File: src/rtl/fetch_queue_unit.sv
// Instruction fetch with DEPTH-entry prefetch queue; entry visible one cycle after ihit, redirect flushes.
// Fetch stalls when the queue is full or halted; decode backpressure via fq_ready. Optional perf counters: FETCH_PERF_EN.
module fetch_queue_unit #(
  parameter int                WORD_W  = 32,
  parameter logic [WORD_W-1:0] PC_INIT = '0,
  parameter int                DEPTH   = 4
) (
  input  logic                         CLK,
  input  logic                         nRST,
  input  logic                         ihit,
  input  logic [WORD_W-1:0]            imemload,
  output logic                         iREN,
  output logic [WORD_W-1:0]            imemaddr,
  input  logic                         redirect,
  input  logic [WORD_W-1:0]            redirect_pc,
  input  logic                         halt,
  output logic                         fq_valid,
  output logic [WORD_W-1:0]            fq_instr,
  output logic [WORD_W-1:0]            fq_pc,
  output logic [WORD_W-1:0]            fq_npc,
  input  logic                         fq_ready,
  output logic [$clog2(DEPTH+1)-1:0]   fq_count
`ifdef FETCH_PERF_EN
  ,
  output logic [31:0]                  perf_fetched,
  output logic [31:0]                  perf_full_cycles
`endif
);

  localparam int CW = $clog2(DEPTH+1);
  localparam int PW = $clog2(DEPTH);
  localparam logic [CW-1:0] FULL = CW'(DEPTH);

  typedef enum logic {FETCH, HALTED} state_t;

  state_t            state;
  logic [PW-1:0]     head, tail;
  logic [WORD_W-1:0] instr_mem [DEPTH];
  logic [WORD_W-1:0] pc_mem    [DEPTH];
  logic              push, pop;
  logic              unused_rpc_lsb;

  // Targets are forced word-aligned, so the low redirect bits never matter.
  assign unused_rpc_lsb = ^redirect_pc[1:0];

  assign iREN     = nRST && (state == FETCH) && (fq_count < FULL);
  assign fq_valid = (fq_count != '0) && !redirect;
  assign push     = iREN && ihit && !redirect;
  assign pop      = fq_valid && fq_ready;

  assign fq_instr = instr_mem[head];
  assign fq_pc    = pc_mem[head];
  assign fq_npc   = pc_mem[head] + WORD_W'(4);

  always_ff @(posedge CLK) begin
    if (push) begin
      instr_mem[tail] <= imemload;
      pc_mem[tail]    <= imemaddr;
    end
  end

  always_ff @(posedge CLK) begin
    if (!nRST) begin
      state    <= FETCH;
      imemaddr <= PC_INIT;
      head     <= '0;
      tail     <= '0;
      fq_count <= '0;
    end else if (redirect) begin
      state    <= FETCH;
      imemaddr <= {redirect_pc[WORD_W-1:2], 2'b00};
      head     <= '0;
      tail     <= '0;
      fq_count <= '0;
    end else begin
      if (push) begin
        tail     <= tail + 1'b1;
        imemaddr <= imemaddr + WORD_W'(4);
      end
      if (pop)
        head <= head + 1'b1;
      case ({push, pop})
        2'b10:   fq_count <= fq_count + 1'b1;
        2'b01:   fq_count <= fq_count - 1'b1;
        default: fq_count <= fq_count;
      endcase
      // A word fetched alongside halt is still queued before stopping.
      if (state == FETCH && halt)
        state <= HALTED;
    end
  end

`ifdef FETCH_PERF_EN
  always_ff @(posedge CLK) begin
    if (!nRST) begin
      perf_fetched     <= '0;
      perf_full_cycles <= '0;
    end else begin
      if (push && perf_fetched != '1)
        perf_fetched <= perf_fetched + 1'b1;
      if (state == FETCH && fq_count == FULL && perf_full_cycles != '1)
        perf_full_cycles <= perf_full_cycles + 1'b1;
    end
  end
`endif

endmodule

File: config.mk
export PLATFORM = sky130hd
export DESIGN_NAME = fetch_queue_unit
export DESIGN_NICKNAME = d
export VERILOG_FILES = /design/src/rtl/fetch_queue_unit.sv
export SDC_FILE = /design/constraint.sdc
export NUM_CORES = 1
export LEC_CHECK = 0
export ABC_AREA = 1
export CORE_ASPECT_RATIO = 1.25
export CORE_MARGIN = 8
export CORE_UTILIZATION = 45
export CTS_BUF_LIST = sky130_fd_sc_hd__clkbuf_8 sky130_fd_sc_hd__clkbuf_16
export DETAILED_ROUTE_END_ITERATION = 7
export PLACE_DENSITY_LB_ADDON = 0.2
export SLEW_MARGIN = 20
export SYNTH_ARGS = -nofsm -noshare
export SYNTH_HDL_FRONTEND = slang
export SYNTH_SLANG_ARGS = --single-unit
File: constraint.sdc
create_clock -name CLK -period 14.1 [get_ports CLK]
set_clock_uncertainty 0.2 [all_clocks]
set_input_delay 2.82 -clock CLK [delete_from_list [all_inputs] [get_ports CLK]]
set_output_delay 2.82 -clock CLK [all_outputs]
set_load 0.02 [all_outputs]
# Yosys cells after proc, flatten, opt, wreduce, memory -nomap -nowiden
# Memories as Yosys holds them, arrays and structs flattened. A register that Yosys moved wholly into a read port is not among the register bits.
# Index checks and enable logic that the tools add are counted.
[op_classes] addsub=6 magnitude_cmp=1 eq_ne=2 mux=9 n_bitwise=2 n_reduce_logical=12
[ops] cell="32-bit by 3-bit adder with 32-bit output, second input constant" count=2
[ops] cell="32-bit two-way mux" count=2
[ops] cell="2-bit two-way mux" count=4
[ops] cell="1-bit logical AND" count=7
[ops] cell="3-bit one-hot mux with 2 select lines" count=1
[ops] cell="2-bit by 1-bit adder with 2-bit output, second input constant" count=2
[ops] cell="2-bit nonzero test" count=2
[ops] cell="3-bit by 1-bit adder with 3-bit output, second input constant" count=1
[ops] cell="3-bit < comparator, second input constant" count=1
[ops] cell="3-bit nonzero test" count=1
[ops] cell="3-bit by 1-bit subtractor with 3-bit output, second input constant" count=1
[ops] cell="2-bit by 1-bit equality test with 1-bit output, second input constant" count=1
[ops] cell="2-bit equality test, second input constant" count=1
[ops] cell="1-bit two-way mux" count=2
[ops] cell="1-bit inverter" count=2
[ops] cell="2-bit OR reduction" count=1
[ops] cell="1-bit zero test" count=1
[word_totals] ff_bits=40 ram_bits=256 out_inout_bits=133 word_cells=40 memories=2
[memory_table] name="instr_mem" depth=4 word_bits=32 rd=1 rd_ports_with_merged_regs=1 wr=1 line_no="38" rtl="logic [WORD_W-1:0] instr_mem [DEPTH];"
[memory_table] name="pc_mem" depth=4 word_bits=32 rd=1 rd_ports_with_merged_regs=1 wr=1 line_no="39" rtl="logic [WORD_W-1:0] pc_mem [DEPTH];"

# Logic depth before layout (Yosys ltp)
# Gate-level depths: netlist of the first run.
[logic_depth] depth_word=7 ltp_mapped=14 mapped_depth_nobuf=13

# Worst setup path before layout of the first run
# OpenSTA, ideal clock, no wires.
[synth_path] kind="input port to flip-flop" startpoint="input ihit" endpoint="memory instr_mem[0][0] (enable)" setup_time_ps=482 arrival_ps=6075 required_ps=13418 setup_slack_ps=7343 path_stages=4 n_path_buf=0 cell_sequence="nand3_1 nor2_2 clkinv_1 nor2_1"
[synth_via] elab_chain_len=4
[synth_rtl] item="start, declared" line_no="10" rtl="input logic ihit,"
[synth_rtl] item="1-bit logical AND (2 in a row)" line_no="48" rtl="assign push = iREN && ihit && !redirect;"
[synth_rtl] item="1-bit two-way mux" line_no="56" rtl="if (push) begin"
[synth_rtl] item="1-bit two-way mux (implied by the code)" line_no="57" rtl="instr_mem[tail] <= imemload;"
[synth_rtl] item="end, declared" line_no="38"
# No other way between the ends.

# Worst setup path in the final report of the first run
[layout_path] startpoint="input nRST" endpoint="output iREN"
[layout_via] elab_chain_len=2
[layout_rtl] item="start, declared" line_no="9" rtl="input logic nRST,"
[layout_rtl] item="1-bit logical AND (2 in a row)" line_no="46" rtl="assign iREN = nRST && (state == FETCH) && (fq_count < FULL);"
[layout_rtl] item="end, declared" line_no="12" rtl="output logic iREN,"
# No other way between the ends.

==> run metrics, run 1 <==
initial antenna violation count 0; number of global-route vias before repair 10100; WP data arrival 5.18 ns; first-pass GRT wire length roughly 55000 um; setup tns final 0 ns; Root Driver clkbuf_16; combinational fraction of design power around 6.8%; per-cell routed wire length roughly 18 um; Iter 0 DRT Violations 672; CP startpoint nRST; Post-CTS Setup Bufs 0; HP Class reg2reg; Top FF cell, synth edfxtp_1; worst-margin pin slew 1.04 ns; fill cell count between 2000 and 3000; final max-slew violation count 0; Area growth syn-to-layout 24.3%; hpwl dp roughly 23000 um; period utilization between 50% and 60%; Nets ~1700; gr usage total 19.8%; Die Footprint ~36000 sq um; ant diodes 0; CORE AREA slightly below 30000 sq um; Internal between 1 and 1.5 mW; number of flops mapped to enable cells by yosys approximately 250; Async S/R FF share, synth 0%; Mapped Avg Cell Area between 9 and 10 sq um; Yosys reg bits between 200 and 300; Starting Density between 40 and 50%; Tmin final 8.20 ns; Lkg Pwr ~6.3 nW; pin count of the biggest net entering global routing between 90 and 100; FF-to-FF Start fq_count[2]$_SDFFE_PP0P_; Synth area leader edfxtp_1; Syn. warnings 0; Rows 70; I/O Buffers 194; Hold WS around 0.26 ns; Mapped Cells 1431; Flop pwr share 50.1%; Clk pwr share between 40% and 50%; first-pass iteration count of the detailed router 5; max cap viols 0; Vias/cell 5.15; outcome completed; DRT antenna net count 0; CTS tree done; # IOs 203; RSZ-0062 raised after global routing no; switching pwr 0.411 mW; FMAX about 120 MHz; Num CTS Buffers 29; ranking of synthesized cells by area edfxtp_1 56%, nand2_1 13%, dfxtp_1 6.0%; sw frac between 20% and 30%; Worst-path clk slew roughly 0.060 ns; worst hold start head[1]$_SDFFE_PP0P_; top post-synthesis cells by count 447 x nand2_1, 248 x edfxtp_1, 170 x nor2_1, 106 x inv_1, 101 x o21ai_0; gp weighted congestion between 0.9 and 1; layout cells sized above 1 5.51%; synth unique cells 34; Pwr per Cell Area roughly 110 nW/um^2; critical path peak fanout 27; Synth top area share between 50% and 60%; final hold violation count 0; Worst slew margin ~30%; Seq/Total Area, Yosys approximately 62%; Hold Buf Count CTS 0; DRC violations left 0; final setup violation count 0; die height approximately 210 um; Layout Utilization around 57%; crit path launch type input port; CTS Buffer Depth 3; worst skew pair latency 0.55 ns; total grt overflow 0; die width about 170 um; Clock Sinks 288; Crit path required time about 11 ns; via count 10400; H-tree Lvls 1; Crit Path Class in2out; total chip power 1.91 mW; worst vdd ir between 0.06 and 0.07 mV; DRT Wirelength about 36000 um; Critical Path End Type primary output; post_cts resized 0; top-count cell post-synth nand2_1; area of the mapped netlist between 10000 and 15000 sq um
-- state kept, by name (all words and copies together) (netlist names), named ones only --
signal     count
instr_mem    128
pc_mem       120
imemaddr      30
fq_count       3
head           2
tail           2
state          1
-- power by group through the flow --
stage / registers [mW] / logic, mW / clock network, mW
after global routing: 0.957 / 0.141 / 0.866
final: 0.955 / 0.130 / 0.821
after detailed placement: 0.973 / 0.130 / 0
after floorplan: 0.974 / 0.0576 / 0
after CTS: 0.955 / 0.131 / 0.839
after global placement: 0.972 / 0.129 / 0
-- worst paths after layout --
path	to	cells after the start	slack, ns
min	flop	2	0.26
max reg2reg	pc_mem[1][30]$_DFFE_PP_	6	11.13
max	iREN	4	5.90
min reg2reg	flop	2	0.26
-- cell type report --
class                   count  area [sq um]  area share [%]
clock buffers              32           767            4.61
inverters                 111           418            2.51
flip-flops and latches    288          8250            49.6
well taps                 396           495            2.98
multi-input cells         977          4430            26.6
clock inverters            21           264            1.59
repair buffers            204          2020            12.1
-- logic make-up after synthesis --
| logic type | count (synthesis) | synth area share [%] |
|---|---|---|
| XOR/XNOR | 25 | 1.64 |
| buffers and inverters | 171 | 5.71 |
| other | 1 | 0.0280 |
| AND/OR/NAND/NOR | 757 | 23.0 |
| adder cells (fa/ha/maj) | 8 | 0.803 |
| AO/OA/AOI/OAI | 181 | 7.23 |
| flip-flops | 288 | 61.6 |
-- metrics by stage --
step           area (sq um)  worst slack (ns)  std cells
2_1_floorplan         13400              7.34       1436
3_3_place_gp          15600              5.87       1976
3_5_place_dp          15600              5.89       1976
4_1_cts               16600              5.87       2029
5_1_grt               16600              5.73       2029
6_report              16600              5.90       2029
-- cell usage in the layout, fill, tap and decap left out, drive strengths merged --
cell and instances:
buf 10, inv 114, edfxtp 248, a221oi 1
conb 6, o21ai 103, ha 7, or2 2
nand2 461, clkinv 9, nor3 11, a21oi 35
a2bb2oi 1, nand4 10, xnor2 4, dfxtp 40
a31oi 7, clkinvlp 3, a32oi 1, bufinv 6
clkdlybuf4s50 194, fa 1, o21a 1, nand3 94
o22ai 32, clkbuf 32, nor2 179, xor2 21
-- routing by layer --
layer  global-route usage, %  up-vias  routed length (um)
li1                        -     5128                   -
met3                    3.06       89                2220
met4                    8.42        0                1420
met2                    34.7      337               18000
met1                    23.7     4887               14500
met5                       0        -                   0
-- worst max-delay path: stages --
cell             delay [ns]
clkdlybuf4s50_1        0.58
clkinv_1               0.74
nor3_1                 0.37
clkdlybuf4s50_1        0.66
(Power assumes the default switching activity.)
==> inputs of run 2 (changes only) <==
==> constraint.sdc (replaced) <==
create_clock -name CLK -period 8.5 [get_ports CLK]
set_clock_uncertainty 0.2 [all_clocks]
set_input_delay 1.7 -clock CLK [delete_from_list [all_inputs] [get_ports CLK]]
set_output_delay 1.7 -clock CLK [all_outputs]
set_load 0.02 [all_outputs]
==> run metrics, run 2 (synthesized netlist as in run 1, its figures left out) <==
Pwr per Cell Area 185 nW/um^2 (+61%); Crit Path Class reg2out; hold path depth 2 (unchanged); WP data arrival 4.47 ns (-0.71 ns); Top reg by flops instr_mem; Clock Sinks 288 (unchanged); Vias/cell 5.22 (+1.4%); worst-margin pin slew 1.01 ns (-0.0378 ns); number of flip-flops in the largest register 128 (unchanged); met2 Use GR 35.1% (+0.43 points); crit path launch type flop; Largest regs instr_mem x128, pc_mem x120, imemaddr x30; Tmin final ~6.4 ns; Lkg Pwr 6.26 nW (-0.12%); commonest cells after routing, fill and taps aside 447 x nand2_1, 248 x edfxtp_1, 194 x clkdlybuf4s50_1; outcome completed; Starting Density 45.8% (unchanged); Crit path required time 6.60 ns (-4.48 ns); final max-slew violation count 0 (unchanged); final hold violation count 0 (unchanged); CORE AREA 29300 sq um (unchanged); # IOs 203 (unchanged); per-cell routed wire length 18.0 um (+0.70%); FMAX roughly 160 MHz; layout cells sized above 1 5.39% (-0.12 points); total grt overflow 0 (unchanged); Worst-path clk slew 0.06 ns (about the same); Final Instance Area 16600 sq um (-0.42%); DRT Wirelength 36400 um (+0.70%); period utilization 74.9%; Critical Path End Type primary output; gr usage total 19.9% (+0.093 points); critical path peak fanout 63 (+130%); Worst slew margin 32.9% (+2.5 points); r2r setup slk 5.33 ns (-5.80 ns); initial antenna violation count 0 (unchanged); grt met1 use 23.4% (-0.30 points); die height 209 um (unchanged); RSZ-0062 raised after global routing no; Rows 70 (unchanged); pin count of the biggest net entering global routing 72 (-27%); hpwl dp 24200 um (+2.8%); DRC violations left 0 (unchanged); Num CTS Buffers 29 (unchanged); Reg2Reg Depth 6 (unchanged); DRT antenna net count 0 (unchanged); Finished Layout Cells 2029 (unchanged); H-tree Lvls 1 (unchanged); commonest non-fill, non-tap cell in the layout nand2_1; Iter 0 DRT Violations 708 (+5.4%); Area growth syn-to-layout 23.8%; first-pass iteration count of the detailed router 5 (unchanged); Post-CTS Setup Bufs 0 (unchanged); met3 Usage GRT 3.55% (+0.49 points); GR peak layer met2; Die Footprint 35600 sq um (unchanged); setup tns final 0 ns (unchanged); number of global-route vias before repair 10200 (+1.1%); FF-to-FF End instr_mem[0][13]$_DFFE_PP_; fill cell count 2591 (-0.58%); worst vdd ir 0.110 mV (+68%); CTS tree done; max cap viols 0 (unchanged); via count 10600 (+1.4%); Nets 1691 (+0.12%); Inst Count DP 1978 (+0.10%); CTS Buffer Depth 3 (unchanged); post_cts resized 0 (unchanged); worst hold start head[1]$_SDFFE_PP0P_; die width 170 um (unchanged); HP Class reg2reg; FF/Latch Area 8250 sq um (unchanged); worst skew pair latency 0.54 ns (about the same); placed cell areas 15600 sq um (about the same); I/O Buffers 194 (unchanged); Root Driver clkbuf_16; gp weighted congestion 0.973 (+3.3%); Hold Buf Count CTS 0 (unchanged); first-pass GRT wire length 55700 um (+0.76%); area of the multi-input gates 4430 sq um (unchanged); ant diodes 0 (unchanged); final setup violation count 0 (unchanged); FF-to-FF Start fq_count[2]$_SDFFE_PP0P_
==> run 2: cell count changes in the layout (fill, tap and decap cells not counted), moves of 2 or more <==
cell       before  now
inv_1         111  115
clkinv_2        2    5
buf_4          10   12
bufinv_16       6    4
clkinv_1        5    3
clkinv_4        2    0
==> run 2: cell type report <==
| type | count | share of cell area, % |
|---|---|---|
| flip-flops and latches | 288 | 49.8 |
| clock buffers | 31 | 4.55 |
| inverters | 111 | 2.52 |
| multi-input cells | 977 | 26.7 |
| repair buffers | 206 | 12.3 |
| well taps | 396 | 2.99 |
| clock inverters | 20 | 1.16 |
==> run 2: report_power, final <==
part / switching (mW) / internal [mW] / total (mW)
registers: 0.0287 / 1.56 / 1.59
logic: 0.122 / 0.0935 / 0.216
clock network: 0.507 / 0.753 / 1.26
==> run 2: worst max-delay path by stage <==
stage / depth (start not counted) / slack (ns) / startpoint / to
5_1_grt: 11 / 1.77 / flop / fq_npc[16]
3_3_place_gp: 4 / 2.50 / nRST / iREN
3_5_place_dp: 4 / 2.52 / nRST / iREN
2_1_floorplan: 4 / 2.86 / ihit / instr_mem[0][0]$_DFFE_PP_
4_1_cts: 11 / 2.03 / flop / fq_npc[16]
6_report: 11 / 2.13 / flop / fq_npc[16]
==> run 2: per-stage QoR <==
step	util [%]	worst slack [ns]	hold WS, ns	total power, mW
after floorplan	-	2.86	0.236	1.71
after global placement	53.4	2.50	0.247	1.83
after detailed placement	53.4	2.52	0.252	1.83
after CTS	56.7	2.03	0.263	3.09
after global routing	56.7	1.77	0.299	3.16
final	56.7	2.13	0.256	3.06
==> run 2: per-layer routing <==
layer	share of wire, %	vias to the layer above
li1	-	5145
met1	40	4960
met2	49	400
met3	7.2	85
met4	3.7	0
met5	0	-
==> run 2: worst max-delay path, stage by stage, from the launching register on <==
cell             delay [ns]
dfxtp_4                0.77
clkinv_2               0.93
nand2_1                0.24
nand2_1                0.07
nand2_1                0.06
nand2_1                0.13
ha_1                   0.26
nand3_2                0.18
nor2_1                 0.18
nand2_1                0.12
xor2_1                 0.29
clkdlybuf4s50_1        0.67
==> inputs of run 3 (changes only) <==
==> constraint.sdc (replaced) <==
create_clock -name CLK -period 6.4 [get_ports CLK]
set_clock_uncertainty 0.2 [all_clocks]
set_input_delay 1.28 -clock CLK [delete_from_list [all_inputs] [get_ports CLK]]
set_output_delay 1.28 -clock CLK [all_outputs]
set_load 0.02 [all_outputs]
==> run metrics, run 3 (synthesized netlist as in run 1, its figures left out) <==
CTS tree done; commonest cells after routing, fill and taps aside 447 x nand2_1, 248 x edfxtp_1, 194 x clkdlybuf4s50_1; Crit Path Class reg2out; Crit path required time 4.92 ns (-1.68 ns); H-tree Lvls 1 (unchanged); gr usage total 19.9% (-0.027 points); max cap viols 0 (unchanged); Vias/cell 5.08 (-2.8%); post_cts resized 0 (unchanged); commonest non-fill, non-tap cell in the layout nand2_1; FF/Latch Area 8250 sq um (unchanged); FMAX about 190 MHz; DRT antenna net count 0 (unchanged); die height 209 um (unchanged); DRT Wirelength 36000 um (-1.2%); total grt overflow 0 (unchanged); ant diodes 0 (unchanged); per-cell routed wire length 17.7 um (-1.5%); Top reg by flops instr_mem; WP data arrival 3.86 ns (-0.61 ns); worst-margin pin slew 0.981 ns (-0.0261 ns); # IOs 203 (unchanged); crit path launch type flop; layout cells sized above 1 6.22% (+0.83 points); HP Class reg2reg; Root Driver clkbuf_16; final max-slew violation count 0 (unchanged); Tmin final 5.34 ns; Rows 70 (unchanged); number of global-route vias before repair 10300 (+1.1%); final hold violation count 0 (unchanged); first-pass iteration count of the detailed router 5 (unchanged); Layout Utilization 57.2% (+0.54 points); CTS Buffer Depth 3 (unchanged); Worst-path clk slew 0.07 ns (about the same); Critical Path End Type primary output; RSZ-0062 raised after global routing no; number of flip-flops in the largest register 128 (unchanged); Nets 1694 (+0.18%); Worst slew margin 34.6% (+1.7 points); gp weighted congestion 0.944 (-3.0%); hpwl dp 23800 um (-1.6%); period utilization 83.5%; Area growth syn-to-layout 24.9%; CORE AREA 29300 sq um (unchanged); Lkg Pwr 6.30 nW (+0.57%); Num CTS Buffers 29 (unchanged); worst skew pair latency 0.56 ns (+0.02 ns); Hold Buf Count CTS 0 (unchanged); Die Footprint 35600 sq um (unchanged); I/O Buffers 194 (unchanged); Largest regs instr_mem x128, pc_mem x120, imemaddr x30; area of the multi-input gates 4430 sq um (unchanged); Hold WS 0.266 ns (+0.00935 ns); pin count of the biggest net entering global routing 82 (+14%); fill cell count 2612 (+0.81%); Post-CTS Setup Bufs 0 (unchanged); total chip power 4.18 mW (+36%); first-pass GRT wire length 55300 um (-0.71%); setup tns final 0 ns (unchanged); Starting Density 45.8% (unchanged); critical path peak fanout 43 (-32%); Clock Sinks 288 (unchanged); die width 170 um (unchanged); Pwr per Cell Area 250 nW/um^2 (+35%); via count 10300 (-2.5%); initial antenna violation count 0 (unchanged); outcome completed; Iter 0 DRT Violations 498 (-30%); DRC violations left 0 (unchanged); final setup violation count 0 (unchanged); worst vdd ir 0.131 mV (+19%)
[run 3: critical path, cell delays in order (launching register included)]
cell and delay (ns):
dfxtp_2 0.32, inv_2 0.59, buf_4 0.54, nand2_1 0.13, nand2_2 0.13, nand2_1 0.06, nor2_1 0.21, nand2_1 0.13
nor2_2 0.24, xor2_1 0.18, clkdlybuf4s50_1 0.70
[run 3: cell type report]
type	instances	area share, %
sequential	288	49.3
tap	396	2.96
multi-input combinational	977	26.5
clock inverter	23	1.66
inverter	111	2.50
timing repair buffer	209	12.6
clock buffer	31	4.50
[run 3: metal layers]
metal	wire length [um]	vias to the layer above	GRT usage (%)	part of all wire, %
met2	18200	339	35.3	50
met3	2110	72	3.17	5.9
met5	0	-	0	0
met4	1430	0	8.61	4.0
li1	-	5164	-	-
met1	14300	4754	23.2	40
[run 3: power breakdown]
| part | internal [mW] | switching [mW] |
|---|---|---|
| Combinational | 0.125 | 0.162 |
| Clock | 1.06 | 0.721 |
| Sequential | 2.07 | 0.0365 |
[run 3: path summary, 6_finish.rpt]
kind | cells past startpoint | from | to | slack, ns
worst max register to register | 6 | fq_count[2]$_SDFFE_PP0P_ | instr_mem[3][24]$_DFFE_PP_ | 3.50
worst max-delay path | 10 | flop | fq_npc[12] | 1.06
worst min register to register | 2 | head[1]$_SDFFE_PP0P_ | flop | 0.27
worst min-delay path | 2 | head[1]$_SDFFE_PP0P_ | flop | 0.27
[run 3: metrics by stage]
step                setup WS (ns)  cell area, sq um  std cells
global route                0.831             16700       2035
floorplan                    1.18             13400       1436
detailed placement           1.60             15700       1981
CTS                         0.992             16700       2035
finish                       1.06             16700       2035
global placement             1.61             15700       1981
